`src/rtl/pe_tail_pkg.sv`:
```
// Shared definitions for the systolic-array tail stage.
//   V_E_F_Bit : width of the V/E/F score datapath
//   my_max    : unsigned two-input maximum, shared comparator
package pe_tail_pkg;

   localparam int V_E_F_Bit = 16;

   // One FIFO entry is {t, v, f}.
   localparam int ENTRY_W = 2 + 2 * V_E_F_Bit;

   function automatic logic [V_E_F_Bit-1:0] my_max(input logic [V_E_F_Bit-1:0] a,
                                                   input logic [V_E_F_Bit-1:0] b);
      return (b > a) ? b : a;
   endfunction

endpackage

```
`src/rtl/pe_tail_fifo.sv`:
```
// Boundary-column FIFO (module sync_fifo).
// Ports:
//   clk, rst_n        clock, async active-low reset
//   push, wdata       write request and entry
//   pop_req           read request; ignored while empty
//   rdata, rd_valid   registered popped entry and one-cycle valid pulse
//   empty, full,count registered occupancy status
//   overflow          sticky; a push was dropped while full with no pop
module sync_fifo #(
   parameter int DEPTH = 16,
   parameter int WIDTH = 34
) (
   input  logic                       clk,
   input  logic                       rst_n,
   input  logic                       push,
   input  logic [WIDTH-1:0]           wdata,
   input  logic                       pop_req,
   output logic [WIDTH-1:0]           rdata,
   output logic                       rd_valid,
   output logic                       empty,
   output logic                       full,
   output logic [$clog2(DEPTH):0]     count,
   output logic                       overflow
);

   localparam int PTR_W = $clog2(DEPTH);
   localparam int CNT_W = PTR_W + 1;
   localparam logic [CNT_W-1:0] FULL_CNT = CNT_W'(DEPTH);

   logic [WIDTH-1:0] mem_q [DEPTH];

   logic [PTR_W-1:0] wr_ptr_q, wr_ptr_d;
   logic [PTR_W-1:0] rd_ptr_q, rd_ptr_d;
   logic [CNT_W-1:0] count_q, count_d;
   logic [WIDTH-1:0] rdata_q, rdata_d;
   logic             rd_valid_q, rd_valid_d;
   logic             overflow_q, overflow_d;

   logic is_empty, is_full, do_pop, do_push;

   always_comb begin
      is_empty = (count_q == '0);
      is_full  = (count_q == FULL_CNT);
      do_pop   = pop_req && !is_empty;
      // A pop in the same cycle frees a slot, so a full FIFO still accepts.
      do_push  = push && (!is_full || do_pop);

      wr_ptr_d   = wr_ptr_q;
      rd_ptr_d   = rd_ptr_q;
      count_d    = count_q;
      rdata_d    = rdata_q;
      rd_valid_d = do_pop;
      overflow_d = overflow_q || (push && !do_push);

      if (do_push) wr_ptr_d = wr_ptr_q + PTR_W'(1);
      if (do_pop) begin
         rd_ptr_d = rd_ptr_q + PTR_W'(1);
         rdata_d  = mem_q[rd_ptr_q];
      end
      if (do_push && !do_pop)      count_d = count_q + CNT_W'(1);
      else if (do_pop && !do_push) count_d = count_q - CNT_W'(1);
   end

   always_ff @(posedge clk or negedge rst_n) begin
      if (!rst_n) begin
         wr_ptr_q   <= '0;
         rd_ptr_q   <= '0;
         count_q    <= '0;
         rdata_q    <= '0;
         rd_valid_q <= 1'b0;
         overflow_q <= 1'b0;
      end else begin
         wr_ptr_q   <= wr_ptr_d;
         rd_ptr_q   <= rd_ptr_d;
         count_q    <= count_d;
         rdata_q    <= rdata_d;
         rd_valid_q <= rd_valid_d;
         overflow_q <= overflow_d;
      end
   end

   // Storage is never read before it is written, so it carries no reset.
   always_ff @(posedge clk) begin
      if (do_push) mem_q[wr_ptr_q] <= wdata;
   end

   assign rdata    = rdata_q;
   assign rd_valid = rd_valid_q;
   assign empty    = is_empty;
   assign full     = is_full;
   assign count    = count_q;
   assign overflow = overflow_q;

endmodule

```
`src/rtl/pe_tail.sv`:
```
// Tail of the systolic array: tracks the row/column of each cell leaving the
// last PE, keeps the best score and its position, and buffers the boundary
// column {t, V, F} in a FIFO for the array feeder.
// Ports:
//   clk, rst                     clock, async active-low reset
//   validIn, newLineIn           cell strobe, first-cell-of-row flag
//   tIn, vIn, fIn                cell symbol / score / F value
//   clearMax                     restart max and position tracking
//   rdReq                        pop request
//   rdV, rdF, rdT, rdValid       popped entry and its valid pulse
//   empty, full, count, overflow FIFO status
//   maxScore, maxRow, maxCol     best score and its position
module pe_tail
   import pe_tail_pkg::*;
#(
   parameter int DEPTH   = 16,
   parameter int POS_BIT = 10
) (
   input  logic                    clk,
   input  logic                    rst,
   input  logic                    validIn,
   input  logic                    newLineIn,
   input  logic [1:0]              tIn,
   input  logic [V_E_F_Bit-1:0]    vIn,
   input  logic [V_E_F_Bit-1:0]    fIn,
   input  logic                    clearMax,
   input  logic                    rdReq,
   output logic [V_E_F_Bit-1:0]    rdV,
   output logic [V_E_F_Bit-1:0]    rdF,
   output logic [1:0]              rdT,
   output logic                    rdValid,
   output logic                    empty,
   output logic                    full,
   output logic [$clog2(DEPTH):0]  count,
   output logic [V_E_F_Bit-1:0]    maxScore,
   output logic [POS_BIT-1:0]      maxRow,
   output logic [POS_BIT-1:0]      maxCol,
   output logic                    overflow
);

   logic                  started_q, started_d;
   logic [POS_BIT-1:0]    cur_row_q, cur_row_d;
   logic [POS_BIT-1:0]    cur_col_q, cur_col_d;
   logic [V_E_F_Bit-1:0]  max_score_q, max_score_d;
   logic [POS_BIT-1:0]    max_row_q, max_row_d;
   logic [POS_BIT-1:0]    max_col_q, max_col_d;

   // Tracking state after an optional clear; a cell arriving with clearMax
   // is judged against this cleared view.
   logic                  base_started;
   logic [POS_BIT-1:0]    base_row, base_col, base_max_row, base_max_col;
   logic [V_E_F_Bit-1:0]  base_max;
   logic [POS_BIT-1:0]    cell_row, cell_col;

   always_comb begin
      base_started = started_q;
      base_row     = cur_row_q;
      base_col     = cur_col_q;
      base_max     = max_score_q;
      base_max_row = max_row_q;
      base_max_col = max_col_q;
      if (clearMax) begin
         base_started = 1'b0;
         base_row     = '0;
         base_col     = '0;
         base_max     = '0;
         base_max_row = '0;
         base_max_col = '0;
      end

      if (!base_started) begin
         cell_row = '0;
         cell_col = '0;
      end else if (newLineIn) begin
         cell_row = base_row + POS_BIT'(1);
         cell_col = '0;
      end else begin
         cell_row = base_row;
         cell_col = base_col + POS_BIT'(1);
      end

      started_d   = base_started;
      cur_row_d   = base_row;
      cur_col_d   = base_col;
      max_score_d = base_max;
      max_row_d   = base_max_row;
      max_col_d   = base_max_col;

      if (validIn) begin
         started_d = 1'b1;
         cur_row_d = cell_row;
         cur_col_d = cell_col;
         // Strictly greater: a tie keeps the earlier position.
         if (vIn > base_max) begin
            max_score_d = my_max(base_max, vIn);
            max_row_d   = cell_row;
            max_col_d   = cell_col;
         end
      end
   end

   always_ff @(posedge clk or negedge rst) begin
      if (!rst) begin
         started_q   <= 1'b0;
         cur_row_q   <= '0;
         cur_col_q   <= '0;
         max_score_q <= '0;
         max_row_q   <= '0;
         max_col_q   <= '0;
      end else begin
         started_q   <= started_d;
         cur_row_q   <= cur_row_d;
         cur_col_q   <= cur_col_d;
         max_score_q <= max_score_d;
         max_row_q   <= max_row_d;
         max_col_q   <= max_col_d;
      end
   end

   logic [ENTRY_W-1:0] fifo_wdata, fifo_rdata;

   assign fifo_wdata = {tIn, vIn, fIn};

   sync_fifo #(
      .DEPTH (DEPTH),
      .WIDTH (ENTRY_W)
   ) u_fifo (
      .clk      (clk),
      .rst_n    (rst),
      .push     (validIn),
      .wdata    (fifo_wdata),
      .pop_req  (rdReq),
      .rdata    (fifo_rdata),
      .rd_valid (rdValid),
      .empty    (empty),
      .full     (full),
      .count    (count),
      .overflow (overflow)
   );

   assign rdT      = fifo_rdata[ENTRY_W-1 -: 2];
   assign rdV      = fifo_rdata[2*V_E_F_Bit-1 -: V_E_F_Bit];
   assign rdF      = fifo_rdata[V_E_F_Bit-1:0];
   assign maxScore = max_score_q;
   assign maxRow   = max_row_q;
   assign maxCol   = max_col_q;

endmodule

```
`config.mk`:
```
export PLATFORM = sky130hd
export DESIGN_NAME = pe_tail
export DESIGN_NICKNAME = d
export VERILOG_FILES = /design/src/rtl/pe_tail_pkg.sv /design/src/rtl/pe_tail_fifo.sv /design/src/rtl/pe_tail.sv
export SDC_FILE = /design/constraint.sdc
export NUM_CORES = 1
export LEC_CHECK = 0
export BUFFER_PORTS_ARGS = -buffer_cell sky130_fd_sc_hd__buf_2
export CORE_MARGIN = 5
export CORE_UTILIZATION = 40
export CTS_CLUSTER_SIZE = 10
export DETAILED_ROUTE_END_ITERATION = 16
export HOLD_SLACK_MARGIN = 0.1
export PLACE_DENSITY = 0.57
export SKIP_LAST_GASP = 1
export SLEW_MARGIN = 20
export SYNTH_ARGS = -nofsm -noshare
export SYNTH_HDL_FRONTEND = slang
export SYNTH_SLANG_ARGS = --single-unit
```
`constraint.sdc`:
```
create_clock -name clk -period 6 [get_ports clk]
set_input_delay 0.3 -clock clk [delete_from_list [all_inputs] [get_ports clk]]
set_output_delay 0.3 -clock clk [all_outputs]
set_load 0.005 [all_outputs]
```
==> results.md, run 1 <==
- Drt pass-1 iters: 5
- Via Count: ~13000
- Row count: just over 90
- Simple-gate portion of the synthesized area: about 3.5%
- Setup violators final: 0
- Synth Net Count: 1348
- Setup CP Type: reg -> reg
- Post-synthesis adder-cell area fraction: under 10%
- Period utilization: around 59%
- Htree depth: 3
- GP Congestion: between 0.7 and 0.8
- Sequential element share of the synthesized area: between 70 and 80%
- Clock sinks: 650
- HP Class: in -> reg
- ANT cells: 0
- Largest net degree at the start of global routing: 84
- Max Slew Vio Count: 0
- Core Footprint: 64500 um^2
- CTS resizes: 0
- Total power: approximately 13000 uW
- # DRC: 0
- Initial Util: roughly two fifths
- Chip width: between 200 and 300 um
- Post-Syn Instances: about 1300
- Synthesized flop and latch total: 650
- Area grow syn2layout: 16.0%
- Crit path time final: between 3000 and 4000 ps
- Total CTS buffers: 76
- Critical-path maximum fanout: 7
- Post-synth EDFFs: 544
- Max VDD drop: roughly 0.27 mV
- Fin cells: between 2000 and 2500
- Worst EP arrival: ~4000 ps
- Clock Latency Late Sink: ~590 ps
- Clock Skew: 13.5 ps
- First-pass GRT wire length: 89400 um
- Synth Cell Area: 26000 um^2
- DR iter-0 viols: just under 800
- Syn. warnings: 0
- Most common cell after layout, fill and taps aside: edfxtp_1
- Via density: approximately 5.3
- DP Worst Slack: about 2200 ps
- Wire per inst: around 25 um
- Die boundary height: about 270 um
- Root Driver: clkbuf_16
- IO buf count: 118
- Total grt overflow: 0
- CP endpoint kind: register
- Cell Pwr Density: approximately 440 nW/um^2
- RSZ-0062 raised after global routing: no
- Critical Path Start Type: register
- Max-cap violation count: 0
- Number of global-route vias before repair: 13900
- Slew HR: about 34%
- Compound-Gate Fraction of Synth Area: 1.56%
- Post-CTS Hold Fix Bufs: 32
- DRT Wirelength: between 50000 and 60000 um
- Initial antenna violation count: 0
- CP required: between 6000 and 7000 ps
- Total Routing Usage GR: about 17%
- Fin. Hold Viols: 0
- Synth Area in XOR/XNOR: less than 1%
- Placed wire-length estimate: ~30000 um
- Commonest non-fill, non-tap cells in the layout: edfxtp_1, mux4_2, buf_2
- LEAKAGE: 0.0105 uW
- Async set-reset flop share out of synthesis: about 16%
- Post-CTS Setup Bufs: 0
- Worst slew pin tran: slightly below 1000 ps
- Dpl cells: 2213
- Worst hold margin: 147 ps
- Achievable Freq: roughly 0.28 GHz
- Synthesized area per cell: 20.3 um^2
- Setup TNS: 0 ps
- # IOs: between 100 and 150
- Post-route ant nets: 0
- Synth cell types: 53
- CTS max path bufs: 3
- Top_reg_cell synth: edfxtp_1
- Die area: 70200 um^2
- Share of layout cells above drive strength 1: about 30%
- Final WS setup: approximately 2500 ps
- Outcome: complete, no violations
- Layout Nets: 1536
- CTS tree: yes
- Post-synthesis mux area share: 17.8%
- Largest family of logic cells by synthesized area: multiplexers
- Clock-pin slew of the registers on the worst-case setup and hold paths: roughly 50 ps
-- where the power goes --
group | switching (uW) | leakage (uW) | internal (uW)
Combinational | 1400 | 0.00312 | 1700
Sequential | 482 | 0.00626 | 5470
Clock | 1710 | 0.00107 | 2480
Total | 3590 | 0.0105 | 9660
-- cell type report --
class / count / area, um^2
tap: 855 / 1070
sequential: 650 / 19000
fill: 5485 / 34300
timing repair buffer: 174 / 1130
inverter: 36 / 135
multi-input combinational: 530 / 6600
clock inverter: 8 / 88.8
clock buffer: 123 / 2150
-- worst paths after layout --
kind | startpoint | to | slack (ps) | cells past startpoint
min in group asynchronous | rst | cur_row_q[3] | 250 | 2
hold / removal | vIn[12] | u_fifo.mem_q[14][28] | 150 | 1
hold reg to reg | u_fifo.overflow | u_fifo.overflow | 460 | 1
max in group asynchronous | rst | u_fifo.rd_ptr_q[2] | 4360 | 3
setup / recovery | u_fifo.count[1] | u_fifo.count[4] | 2470 | 12
setup reg to reg | u_fifo.count[1] | u_fifo.count[4] | 2470 | 12
-- sequential cells by signal, indices dropped and copies added (netlist names) --
| name | count |
|---|---|
| u_fifo.count | 5 |
| maxRow | 10 |
| started_q | 1 |
| maxCol | 10 |
| u_fifo.wr_ptr_q | 4 |
| u_fifo.overflow | 1 |
| u_fifo.rd_ptr_q | 4 |
| u_fifo.rd_valid | 1 |
| cur_col_q | 10 |
| maxScore | 16 |
| u_fifo.rdata | 34 |
| cur_row_q | 10 |
| u_fifo.mem_q | 544 |
-- kinds of logic (layout without fill, tap and decap cells) --
logic type | count (synthesis) | in the layout
xor gates and xnor gates | 26 | 26
muxes | 242 | 242
and+or+nand+nor | 171 | 171
buffers and inverters | 100 | 341
DFF | 650 | 650
AOI/OAI and AO/OA | 63 | 63
adders and majority gates | 28 | 28
-- per-layer routing --
layer  GRT usage [%]  vias to the layer above  share of wire [%]
met4            4.25                        0                1.4
li1                -                     5535                  -
met2            27.5                      300                 49
met3            3.15                       65                4.9
met1            23.7                     6781                 44
met5               0                        -                  0
-- Yosys cell counts (all sizes together), types with 2 or more instances --
| cell | instances | area share (%) |
|---|---|---|
| buf | 34 | 1.0 |
| nand2b | 35 | 0.84 |
| a21o | 6 | 0.17 |
| and3 | 2 | 0.048 |
| edfxtp | 544 | 63 |
| o21ai | 18 | 0.35 |
| mux4 | 170 | 15 |
| or3 | 4 | 0.096 |
| nand3 | 7 | 0.13 |
| nand2 | 37 | 0.53 |
| o31ai | 4 | 0.12 |
| nand3b | 5 | 0.14 |
| dfrtp | 106 | 10 |
| mux2 | 43 | 1.9 |
| xnor2 | 18 | 0.61 |
| and2 | 9 | 0.22 |
| a21oi | 14 | 0.27 |
| inv | 36 | 0.52 |
| a22o | 5 | 0.17 |
| mux2i | 29 | 1.1 |
| nor4 | 10 | 0.24 |
| o21a | 4 | 0.12 |
| nor3b | 2 | 0.058 |
| nand4b | 2 | 0.067 |
| nor3 | 9 | 0.17 |
| xor2 | 8 | 0.27 |
| nand4 | 8 | 0.19 |
| o22ai | 2 | 0.048 |
| clkbuf | 30 | 0.43 |
| nor2 | 26 | 0.38 |
| ha | 27 | 1.3 |
| nor2b | 13 | 0.31 |
-- worst max-delay path, cell delays in order (launching register included) --
cell and delay (ps):
dfrtp_1 430, or3_1 400, or3b_1 400, o21ai_1 600, inv_2 180, ha_1 280
inv_1 150, ha_1 290, a21o_1 180, a21oi_1 170, xnor2_1 130, nor2_1 60
xor2_1 140
-- stage by stage --
step           instance area [um^2]  utilization [%]
2_1_floorplan                 26000                -
3_3_place_gp                  27600             42.8
3_5_place_dp                  27600             42.8
4_1_cts                       30200             46.8
5_1_grt                       30200             46.8
6_report                      30200             46.8
Note: power is estimated with default switching activity, not from simulation.
==> run 2: changes to the inputs <==
--- a/config.mk
+++ b/config.mk
@@ -5,13 +5,14 @@
 export SDC_FILE = /design/constraint.sdc
 export NUM_CORES = 1
 export LEC_CHECK = 0
+export ABC_AREA = 1
 export BUFFER_PORTS_ARGS = -buffer_cell sky130_fd_sc_hd__buf_2
 export CORE_MARGIN = 5
 export CORE_UTILIZATION = 40
 export CTS_CLUSTER_SIZE = 10
 export DETAILED_ROUTE_END_ITERATION = 16
 export HOLD_SLACK_MARGIN = 0.1
-export PLACE_DENSITY = 0.57
+export PLACE_DENSITY = 0.59
 export SKIP_LAST_GASP = 1
 export SLEW_MARGIN = 20
 export SYNTH_ARGS = -nofsm -noshare
==> constraint.sdc (replaced) <==
create_clock -name clk -period 2.95 [get_ports clk]
set_input_delay 0.1475 -clock clk [delete_from_list [all_inputs] [get_ports clk]]
set_output_delay 0.1475 -clock clk [all_outputs]
set_load 0.005 [all_outputs]
==> run 2 against run 1 <==
Cell count up 48%; synthesized cell count up 90%; power up 120%; count of clock-buffer cells in the layout up 6; maximum frequency up 34%; first-iteration DRC count up 95%; via count up 45%; non-clock buffer count up 36; critical path depth up 3; combinational power rose to 2.7 times the previous value; sequential share of layout area down 2.7 points; clock power up 110%; largest power group unchanged.
==> results.md, run 2 <==
- Outcome: complete, no violations
- Post-Syn Instances: 2430 (+90%)
- Area leader, netlist: edfxtp_1
- R2R Path Start: u_fifo.count[0]
- Synthesized area per cell: 11.1 um^2 (-45%)
- CP required: 3480 ps (-3000 ps)
- Max-cap violation count: 0 (unchanged)
- Achievable Freq: 0.380 GHz (+34%)
- Largest Register: u_fifo.mem_q
- RSZ-0062 raised after global routing: no
- Clock-pin slew of the registers on the worst-case setup and hold paths: 50 ps (about the same)
- Net Sw Frac: 34.7% (+7.6 points)
- Reg power frac: 40.4% (-4.5 points)
- Switching pwr: 9980 uW (+180%)
- Post-synth EDFFs: 544 (unchanged)
- First-pass GRT wire length: 108000 um (+21%)
- Synth top area cells: edfxtp_1, nand2_1, dfrtp_1
- Power Internal: 18800 uW (+94%)
- Period utilization: 89.2% (+30 points)
- Max Slew Vio Count: 0 (unchanged)
- Clk pwr share: 29.9% (-1.8 points)
- Setup TNS: 0 ps (unchanged)
- Clock sinks: 650 (unchanged)
- Largest net degree at the start of global routing: 139 (+65%)
- Share of layout cells above drive strength 1: 11.4% (-19 points)
- Crit path time final: 2630 ps (-901 ps)
- CP endpoint kind: register
- Total grt overflow: 0 (unchanged)
- Die area: 73000 um^2 (+3.9%)
- CTS tree: yes
- Row count: 95 (+2.2%)
- Slew HR: 44.2% (+10 points)
- Setup violators final: 0 (unchanged)
- Via Count: 18400 (+45%)
- # DRC: 0 (unchanged)
- Dpl cells: 3334 (+51%)
- Via density: 5.25 (-1.6%)
- Comb pwr share: 29.7% (+6.3 points)
- Htree depth: 3 (unchanged)
- Sequential element share of the synthesized area: 70.1% (-2.9 points)
- Total CTS buffers: 76 (unchanged)
- Post-synthesis mux area share: 0% (-18 points)
- Wire per inst: 20.1 um (-18%)
- DRT Wirelength: 70600 um (+21%)
- Post-synthesis adder-cell area fraction: 1.32% (-0.054 points)
- IO buf count: 118 (unchanged)
- Most common cell after layout, fill and taps aside: nand2_1
- Worst R2R End: u_fifo.count[4]
- Worst EP arrival: 3160 ps (-850 ps)
- Synthesized flop and latch total: 650 (unchanged)
- Yosys top cell area share: 60.3% (-2.5 points)
- Worst slew pin tran: 836 ps (-150 ps)
- Fin cells: 3510 (+48%)
- R2R setup slack: 320 ps (-2150 ps)
- Util after Layout: 46.9% (+0.10 points)
- HP Class: in -> async
- Core Footprint: 67200 um^2 (+4.2%)
- Die boundary height: 270 um (+2.0%)
- Synth top cells by count: nand2_1, edfxtp_1, nand3_1
- Clock Latency Late Sink: 610 ps (+20 ps)
- Fin. Hold Viols: 0 (unchanged)
- Synth Cell Area: 27100 um^2 (+4.1%)
- Compound-Gate Fraction of Synth Area: 5.15% (+3.6 points)
- Simple-gate portion of the synthesized area: 19.1% (+16 points)
- Initial antenna violation count: 2 (+2)
- Top_reg_cell synth: edfxtp_1
- Synth Area in XOR/XNOR: 0.291% (-0.58 points)
- Async set-reset flop share out of synthesis: 16.3% (unchanged)
- Commonest non-fill, non-tap cells in the layout: nand2_1, edfxtp_1, nand3_1
- LEAKAGE: 0.0121 uW (+16%)
- Area grow syn2layout: 16.3%
- Layout Nets: 2646 (+72%)
- CTS max path bufs: 3 (unchanged)
- Root Driver: clkbuf_16
- Largest family of logic cells by synthesized area: simple AND/OR/NAND/NOR gates
- Max reg flops: 544 (unchanged)
- Cell Pwr Density: 912 nW/um^2 (+110%)
- # IOs: 119 (unchanged)
- Critical Path Start Type: register
- Chip width: 270 um (+2.0%)
- Setup CP Type: reg -> reg
- GP Congestion: 0.804 (+1.6%)
- Worst hold margin: 150 ps (+3.34 ps)
- Total Routing Usage GR: 19.1% (+2.3 points)
- Post-route ant nets: 0 (unchanged)
- Clock Skew: 21.0 ps (+7.57 ps)
- Initial Util: 40.3% (about the same)
- Number of global-route vias before repair: 18100 (+30%)
- Drt pass-1 iters: 7 (+2)
- Synth cell types: 35 (-34%)
- Synth Net Count: 2498 (+85%)
- Top-count cell post-synth: nand2_1
- ANT cells: 0 (unchanged)
- DR iter-0 viols: 1515 (+95%)
- Placed wire-length estimate: 37100 um (+24%)
- Critical-path maximum fanout: 8 (+1)
- Reg2Reg Depth: 15 (+3)
- Syn. warnings: 0 (unchanged)
- Max VDD drop: 0.618 mV (+130%)
==> run 2: cell count changes after synthesis, moves of 29 or more <==
cell / previous run / this run
o31ai_1: 4 / 35
a21oi_1: 14 / 191
nand2_1: 37 / 807
mux4_2: 169 / 0
nor2_1: 26 / 109
inv_1: 34 / 88
nand2b_1: 35 / 0
nand3_1: 7 / 316
mux2i_1: 29 / 0
mux2_2: 34 / 0
buf_2: 8 / 60
==> run 2: critical path, stage by stage, from the launching register on <==
cell and delay (ps):
dfrtp_2 450, nor2_1 160, nand4_1 170, nand2_2 130, nand2_1 80, nand2_1 130
inv_2 90, ha_1 240, inv_2 110, ha_1 260, nand2_1 90, nand2_1 60
a21oi_1 170, o21ai_0 100, a21oi_1 170, xor2_1 150
==> run 2: per-stage QoR <==
| step | setup slack, ps | cell area (um^2) | total power [uW] |
|---|---|---|---|
| floorplan | -137 | 27100 | 17300 |
| CTS | 266 | 31500 | 29000 |
| detailed placement | 226 | 28900 | 20300 |
| global route | 36.0 | 31500 | 30400 |
| global placement | 379 | 28900 | 20200 |
| finish | 318 | 31500 | 28700 |
==> run 2: area by class of cell <==
class,instances,area (um^2)
clock inverters,8,90.1
inverters,92,357
repair buffers,210,1660
multi-input cells,1548,7140
clock buffers,129,2170
fillers,5926,35700
flip-flops and latches,650,19000
well taps,873,1090
==> run 2: cell families (layout without fill, tap and decap cells) <==
kind of cell    Yosys count  count (layout)
simple gates           1253            1253
xor+xnor                  9               9
buf+inv                 232             439
fa+ha+maj                28              28
compound gates          258             258
flops                   650             650
==> run 2: worst max path at each step <==
stage / endpoint / from / slack, ps / cells past startpoint
after CTS: u_fifo.count[4] / u_fifo.count[0] / 270 / 15
after global placement: maxCol[8] / clearMax / 380 / 12
after detailed placement: maxCol[9] / clearMax / 230 / 12
final: u_fifo.count[4] / u_fifo.count[0] / 320 / 15
after global routing: u_fifo.count[4] / u_fifo.count[0] / 40 / 15
after floorplan: u_fifo.mem_q[11][0] / u_fifo.count[0] / -140 / 9
==> run 2: power groups by stage <==
stage          combinational, uW  sequential, uW  clock (uW)
5_1_grt                     9520           11700        9180
4_1_cts                     8610           11600        8790
6_report                    8520           11600        8610
3_3_place_gp                8390           11800           0
3_5_place_dp                8530           11800           0
2_1_floorplan               5710           11600           0
==> run 2: repair_timing <==
| action | in CTS | in global routing |
|---|---|---|
| setup buffers | 0 | 0 |
| hold buffers | 39 | 0 |
| endpoints found under the setup margin | 0 | 1 |
| endpoints found under the hold margin | 629 | 0 |
| resized for setup | 0 | 2 |
==> run 2: routing by layer <==
| metal | GRT usage [%] | vias to the layer above | share of wire [%] |
|---|---|---|---|
| li1 | - | 8683 | - |
| met1 | 26.8 | 9031 | 44 |
| met2 | 31.3 | 625 | 48 |
| met3 | 3.26 | 92 | 7.0 |
| met4 | 4.43 | 0 | 1.6 |
| met5 | 0 | - | 0 |
==> run 3: changes to the inputs <==
--- a/config.mk
+++ b/config.mk
@@ -5,7 +5,6 @@
 export SDC_FILE = /design/constraint.sdc
 export NUM_CORES = 1
 export LEC_CHECK = 0
-export ABC_AREA = 1
 export BUFFER_PORTS_ARGS = -buffer_cell sky130_fd_sc_hd__buf_2
 export CORE_MARGIN = 5
 export CORE_UTILIZATION = 40
@@ -13,6 +12,7 @@
 export DETAILED_ROUTE_END_ITERATION = 16
 export HOLD_SLACK_MARGIN = 0.1
 export PLACE_DENSITY = 0.59
+export SETUP_SLACK_MARGIN = 0.2
 export SKIP_LAST_GASP = 1
 export SLEW_MARGIN = 20
 export SYNTH_ARGS = -nofsm -noshare
==> run 3 against run 2 <==
Maximum frequency down 2.1%; combinational power down 16%; routed wire length down 17%; clock power down 0.6%; flip-flop and latch count unchanged; critical path depth down 3; critical path type unchanged; highest routed layer unchanged.
==> results.md, run 3 (synthesis results as in run 1) <==
- Total grt overflow: 0 (unchanged)
- Max-cap violation count: 0 (unchanged)
- Die area: 70200 um^2 (-3.8%)
- Worst slew pin tran: 881 ps (+44.7 ps)
- # IOs: 119 (unchanged)
- Layout Nets: 1579 (-40%)
- CTS max path bufs: 3 (unchanged)
- R2R setup slack: 260 ps (-60 ps)
- Critical-path maximum fanout: 4 (-4)
- Crit-path max cell delay: 430 ps (-20 ps)
- Fin cells: 2423 (-31%)
- Max reg flops: 544 (unchanged)
- Clock-pin slew of the registers on the worst-case setup and hold paths: 50 ps (about the same)
- DR iter-0 viols: 898 (-41%)
- Clk pwr share: 31.1% (+1.2 points)
- Critical Path Start Type: register
- Dpl cells: 2245 (-33%)
- Area grow syn2layout: 18.5%
- Total Routing Usage GR: 16.8% (-2.3 points)
- CP top delay family: simple AND/OR/NAND/NOR gates
- Post-route ant nets: 0 (unchanged)
- Chip width: 265 um (-1.9%)
- Via Count: 13000 (-29%)
- Slew HR: 41.1% (-3.1 points)
- Initial antenna violation count: 1 (-1)
- Commonest non-fill, non-tap cells in the layout: edfxtp_1, mux4_2, buf_2
- First-pass GRT wire length: 89300 um (-18%)
- Via density: 5.37 (+2.3%)
- Max VDD drop: 0.412 mV (-33%)
- Period utilization: 91.2% (+1.9 points)
- LEAKAGE: 0.0107 uW (-11%)
- Die boundary height: 265 um (-1.9%)
- RSZ-0062 raised after global routing: yes
- Comb pwr share: 25.9% (-3.8 points)
- Outcome: complete, no violations
- Setup violators final: 0 (unchanged)
- Total CTS buffers: 76 (unchanged)
- Util after Layout: 47.8% (+0.92 points)
- Setup CP Type: reg -> reg
- Power Internal: 20000 uW (+6.5%)
- Switching pwr: 7560 uW (-24%)
- Wire per inst: 24.3 um (+21%)
- # DRC: 0 (unchanged)
- CP endpoint kind: register
- Reg2Reg Depth: 12 (-3)
- CP bufs+invs: 2 (unchanged)
- ANT cells: 0 (unchanged)
- CTS tree: yes
- R2R Path Start: u_fifo.count[1]
- Number of global-route vias before repair: 14000 (-23%)
- Slowest CP cell: or3b_4
- Net Sw Frac: 27.4% (-7.3 points)
- IO buf count: 118 (unchanged)
- Initial Util: 40.4% (about the same)
- CP required: 3440 ps (-40 ps)
- Reg power frac: 43.0% (+2.6 points)
- Cell Pwr Density: 893 nW/um^2 (-2.1%)
- Placed wire-length estimate: 33100 um (-11%)
- Clock Latency Late Sink: 610 ps (about the same)
- Root Driver: clkbuf_16
- Worst EP arrival: 3180 ps (+20 ps)
- Achievable Freq: 0.372 GHz (-2.1%)
- Drt pass-1 iters: 5 (-2)
- Clock sinks: 650 (unchanged)
- Worst path most repeated cell: inv_2
- Worst hold margin: 114 ps (-36.7 ps)
- HP Class: in -> async
- Htree depth: 3 (unchanged)
- Share of layout cells above drive strength 1: 32.0% (+21 points)
- Row count: 93 (-2.1%)
- DRT Wirelength: 58800 um (-17%)
- Largest net degree at the start of global routing: 64 (-54%)
- CP Cell Sequence: or3_1, or3b_4, o21ai_4, inv_2, ha_2, inv_2, ha_4, a21o_1, a21oi_2, xnor2_1, nor2_1, xor2_1
- Worst R2R End: u_fifo.count[4]
- Max Slew Vio Count: 0 (unchanged)
- Fillers: 5422 (-8.5%)
- Fin. Hold Viols: 0 (unchanged)
- GP Congestion: 0.795 (-1.1%)
- Largest Register: u_fifo.mem_q
- Crit path time final: 2690 ps (+57.4 ps)
- Core Footprint: 64500 um^2 (-4.0%)
- Most common cell after layout, fill and taps aside: edfxtp_1
- Clock Skew: 35.0 ps (+13.9 ps)
## run 3: cell types whose count changed in the layout (fill, tap and decap cells not counted), moves of 14 or more
cell,delta
mux2i_1,+29
mux4_2,+169
mux2_2,+34
nand2_1,-769
nand3_1,-309
nor2_1,-71
a21oi_1,-178
xnor2_1,+16
inv_1,-51
o31ai_1,-32
nor2_4,-14
nand2b_1,+35
## run 3: repair_timing
item | 4_1_cts | 5_1_grt
endpoints found under the hold margin | 631 | 0
hold buffers | 39 | 0
setup buffers | 2 | 2
pin swaps | 1 | 1
resized for setup | 4 | 5
endpoints found under the setup margin | 1 | 64
## run 3: cell type report
cell class	count	area (um^2)	area share, %
timing repair buffer	217	1700	5.51
tap	855	1070	3.47
sequential	650	19000	61.6
clock inverter	10	166	0.540
clock buffer	125	2090	6.76
multi-input combinational	530	6670	21.6
inverter	36	135	0.438
## run 3: worst max path at each step
stage,start,endpoint,slack [ps],cells past startpoint
5_1_grt,u_fifo.count[1],u_fifo.count[4],150,12
4_1_cts,u_fifo.count[1],u_fifo.count[4],210,12
3_5_place_dp,u_fifo.count[3],u_fifo.count[4],60,12
6_report,u_fifo.count[1],u_fifo.count[4],260,12
3_3_place_gp,u_fifo.count[3],u_fifo.count[4],120,12
2_1_floorplan,u_fifo.wr_ptr_q[0],u_fifo.mem_q[0][0],-210,4
## run 3: power by group through the flow
stage	logic, uW	registers (uW)	clock network [uW]
after floorplan	5080	11600	0
after global placement	7140	12000	0
after detailed placement	7180	12100	0
after CTS	7290	11900	8790
after global routing	7680	12000	9220
final	7130	11900	8560
## run 3: worst register-to-register path, delay by kind of cell, from the launching register on
kind / cells / cell delay (ps)
adders and majority gates: 2 / 410
xor gates and xnor gates: 2 / 260
DFF: 1 / 380
and+or+nand+nor: 3 / 900
buffers and inverters: 2 / 160
AOI/OAI and AO/OA: 3 / 470
## run 3: layer usage
| layer | up-vias | global-route usage [%] | share of wire (%) |
|---|---|---|---|
| met5 | - | 0 | 0 |
| met4 | 0 | 4.07 | 1.7 |
| met3 | 76 | 3.00 | 4.9 |
| met2 | 326 | 27.8 | 50 |
| met1 | 6976 | 23.5 | 44 |
| li1 | 5642 | - | - |
## run 3: per-stage QoR
stage | total power [uW] | TNS [ps] | setup slack, ps | area (um^2)
floorplan | 16700 | -30010 | -211 | 26100
global placement | 19100 | 0 | 116 | 28100
detailed placement | 19200 | 0 | 56.6 | 28100
CTS | 28000 | 0 | 208 | 30800
global route | 28900 | 0 | 153 | 30800
finish | 27500 | 0 | 261 | 30800
